==> src/rtl/serial_add_ctrl.sv <==
`timescale 1ns/1ps
`default_nettype none
// +--------------------------------------------------------------------------+
// | serial_add_ctrl : bit-serial adder, LSB first, one full_add cell         |
// | Revision 1.0 - initial release                                           |
// +--------------------------------------------------------------------------+

module full_add (
  input  logic a,
  input  logic b,
  input  logic ci,
  output logic co,
  output logic s
);
  assign s  = a ^ b ^ ci;
  assign co = (a & b) | (ci & (a ^ b));
endmodule

module serial_add_ctrl #(
  parameter int WIDTH = 8
) (
  input  logic             clk,
  input  logic             rst_n,
  input  logic             start,
  input  logic [WIDTH-1:0] a,
  input  logic [WIDTH-1:0] b,
  input  logic             ci,
  output logic             busy,
  output logic             done,
  output logic [WIDTH-1:0] sum,
  output logic             co
);

  localparam int CNT_W = $clog2(WIDTH + 1);
  localparam logic [CNT_W-1:0] LAST_BIT = CNT_W'(WIDTH - 1);

  typedef enum logic [1:0] {
    IDLE = 2'd0,
    RUN  = 2'd1,
    DONE = 2'd2
  } state_t;

  state_t           state_q, state_d;
  logic [WIDTH-1:0] a_q, a_d;
  logic [WIDTH-1:0] b_q, b_d;
  logic [WIDTH-1:0] sum_q, sum_d;
  logic             carry_q, carry_d;
  logic [CNT_W-1:0] cnt_q, cnt_d;
  logic             fa_co;
  logic             fa_s;

  full_add u_full_add (
    .a  (a_q[0]),
    .b  (b_q[0]),
    .ci (carry_q),
    .co (fa_co),
    .s  (fa_s)
  );

  always_ff @(posedge clk or negedge rst_n) begin
    if (!rst_n) begin
      state_q <= IDLE;
      a_q     <= '0;
      b_q     <= '0;
      sum_q   <= '0;
      carry_q <= 1'b0;
      cnt_q   <= '0;
    end else begin
      state_q <= state_d;
      a_q     <= a_d;
      b_q     <= b_d;
      sum_q   <= sum_d;
      carry_q <= carry_d;
      cnt_q   <= cnt_d;
    end
  end

  always_comb begin
    state_d = state_q;
    a_d     = a_q;
    b_d     = b_q;
    sum_d   = sum_q;
    carry_d = carry_q;
    cnt_d   = cnt_q;

    case (state_q)
      IDLE: begin
        if (start) begin
          state_d = RUN;
          a_d     = a;
          b_d     = b;
          carry_d = ci;
          cnt_d   = '0;
        end
      end
      RUN: begin
        // Sum bits enter at the MSB so that after WIDTH shifts bit 0 sits at the LSB.
        sum_d   = (sum_q >> 1) | (WIDTH'(fa_s) << (WIDTH - 1));
        a_d     = a_q >> 1;
        b_d     = b_q >> 1;
        carry_d = fa_co;
        cnt_d   = cnt_q + CNT_W'(1);
        if (cnt_q == LAST_BIT) begin
          state_d = DONE;
        end
      end
      DONE: begin
        if (start) begin
          state_d = RUN;
          a_d     = a;
          b_d     = b;
          carry_d = ci;
          cnt_d   = '0;
        end else begin
          state_d = IDLE;
        end
      end
      default: begin
        state_d = IDLE;
      end
    endcase
  end

  // The carry flop holds the final carry-out from DONE until the next load.
  assign busy = (state_q == RUN);
  assign done = (state_q == DONE);
  assign sum  = sum_q;
  assign co   = carry_q;

endmodule

`default_nettype wire

==> config.mk <==
export PLATFORM = sky130hd
export DESIGN_NAME = serial_add_ctrl
export DESIGN_NICKNAME = d
export VERILOG_FILES = /design/src/rtl/serial_add_ctrl.sv
export SDC_FILE = /design/constraint.sdc
export NUM_CORES = 1
export LEC_CHECK = 0
export ABC_CLOCK_PERIOD_IN_PS = 1400
export CORE_UTILIZATION = 25
export DETAILED_ROUTE_END_ITERATION = 7
export PLACE_DENSITY = 0.44
export SLEW_MARGIN = 20
export SYNTH_ARGS = -nofsm -noshare
export SYNTH_HDL_FRONTEND = slang
export SYNTH_HIERARCHICAL = 1
export SYNTH_SLANG_ARGS = --single-unit
==> constraint.sdc <==
create_clock -name clk -period 1.4 [get_ports clk]
set_input_delay 0.21 -clock clk [delete_from_list [all_inputs] [get_ports clk]]
set_output_delay 0.21 -clock clk [all_outputs]
set_load 0.1 [all_outputs]
==> results.toml <==
[logic_synthesis]
synth.distinct_cells = 22
yosys_register_bits = 31
synth_nets = 142
synth-seq-area-share_pct = 51.1
yosys_warnings = 6
syn_avg_cell_area_um2 = 12.7
syn-cell-area_um2 = 1520
synthCells = 120

[sta]
worstMarginPinSlew_ps = 272
finClkSkew_ps = 4.54
rsz0062_at_grt = "yes"
finalHoldViolCount = 0
fin_crit_ps = 1430
final-setup-viol-count = 1
maxSlewViolCount = 0
fin_tns_setup_ps = -26.2
fmax_ghz = 0.701
finalCritPeriodShare_pct = 102
maxSlewHeadroom_pct = 81.8
worst_slack_ps = -26.2

[layout]
layout-drive-gt1-share_pct = 37.2
mostFrequentLayoutCells = "dfrtp_1, nand2_1, clkdlybuf4s50_1"
fin_nets = 185
final_common_cell = "dfrtp_1"
design_area_um2 = 2210
fin_util_pct = 37.5
syn_to_final_growth_pct = 45.5
antenna_cells = 0

[floorplan]
num_rows = 28
die_h_um = 79.9
ioPinCount = 31
dieArea_um2 = 6390
die_w_um = 79.9
start_util_pct = 25.8
core-area_um2 = 5890

[grt]
grt_pass1_vias = 1091
overflow = 0
antenna_found_initial = 0
grt_max_degree = 32
grt.total_usage_pct = 10.5
grt_pass1_wl_um = 5060

[place]
pre_cts_slack_ps = -156
hpwlAfterDp_um = 2070
gp_congestion = 0.690
portBuffers = 30
place_area_um2 = 2090

[worst_setup_path]
required_ps = 1560
crit_type = "reg -> reg"
endpoint_kind = "flop"
start_kind = "flop"
worst-path-max-fanout = 2
ff2ff_path_depth = 3
worstPathArrival_ps = 1590

[outcome]
violations = "setup timing"
status = "finished with violations"

[min_path]
min_path_type = "in -> async"

[route]
num_vias = 1007
wl_um = 2880
drtIter0Drc = 45
ant_nets = 0
viasPerCell = 4.21
wire_per_inst_um = 12.0
drtPass1Iterations = 4
route.detailed.drc = 0

[power_and_ir_drop]
p_leak_nw = 1.03
max-vdd-ir-drop_mv = 1.34
power.density_nw_per_um2 = 2670

[cts]
htree_levels = 2
clkSinkCount = 31
clock_path_buffers = 2
cts_root_buf = "clkbuf_8"
ctsHoldBuffers = 0
path_clk_slew_ps = 60
numCtsBuffers = 5
cts_tree = "yes"
clk_latency_ps = 270

[run]
max_cap_viol_count = 0
-- cell usage after synthesis (all sizes together) --
cell	number	area, µm²
dfrtp	31	776
nand4b	1	8.76
mux2i	2	20.0
nor3	1	5.00
fa	1	20.0
ha	1	12.5
a22o	2	17.5
mux2	30	383
buf	6	55.1
nand2	29	116
o21ai	4	20.0
inv	1	3.75
nor2b	1	6.26
nor2	1	3.75
nand3	4	20.0
xnor2	2	17.5
nand2b	3	33.8
-- per-stage QoR --
step           hold slack, ps  instances  total power (W)
2_1_floorplan           -85.6        120          0.00406
3_3_place_gp              490        229          0.00508
3_5_place_dp              494        229          0.00513
4_1_cts                   303        239          0.00600
5_1_grt                   313        239          0.00629
6_report                  301        239          0.00590
-- cell type report --
cell class	count	area (µm²)
fillers	567	3680
flip-flops and latches	31	781
multi-input cells	82	698
repair buffers	42	529
clock buffers	8	100
well taps	75	93.8
inverters	1	7.51
-- registers in the layout, summed over array words and instances (netlist names) --
signal / count
cnt_q: 4
a_q: 8
sum: 8
b_q: 8
co: 1
state_q: 2
-- logic make-up after synthesis --
group | synth area share [%]
AND/OR/NAND/NOR | 12.8
multiplexers | 26.5
flip-flops | 51.1
buffers and inverters | 3.87
AO/OA/AOI/OAI | 2.47
XOR/XNOR | 1.15
adder cells (fa/ha/maj) | 2.14
-- critical path, stage by stage (launching register included) --
cell     delay (ps)
dfrtp_4         480
fa_2            320
mux2_4          260
mux2_4          250
-- routing by layer --
metal	GRT usage, %	routed length, µm
met1	12.2	1320
met5	0	0
met4	3.75	33
met3	3.31	141
met2	17.9	1380
-- power by group --
group          internal (W)  total [W]  switching (W)  leakage (nW)
sequential          0.00132    0.00168       0.000351         0.385
combinational       0.00166    0.00347        0.00181         0.590
clock              0.000448   0.000760       0.000312        0.0515
total               0.00343    0.00590        0.00247          1.03
-- repair_timing --
item                       in CTS  in global routing
pin swaps                       1                  0
setup endpoints to repair      17                  8
resized for setup               3                  0
buffers inserted                2                  0
-- path summary, 6_finish.rpt --
check | start | endpoint | slack, ps
max in group asynchronous | rst_n | co | 910
min in group clk | b_q[1] | b_q[1] | 500
setup / recovery | co | co | -30
setup reg to reg | co | co | -30
hold / removal | rst_n | cnt_q[3] | 300
hold reg to reg | b_q[1] | b_q[1] | 500
No activity file was read; power rests on OpenSTA's default activity.
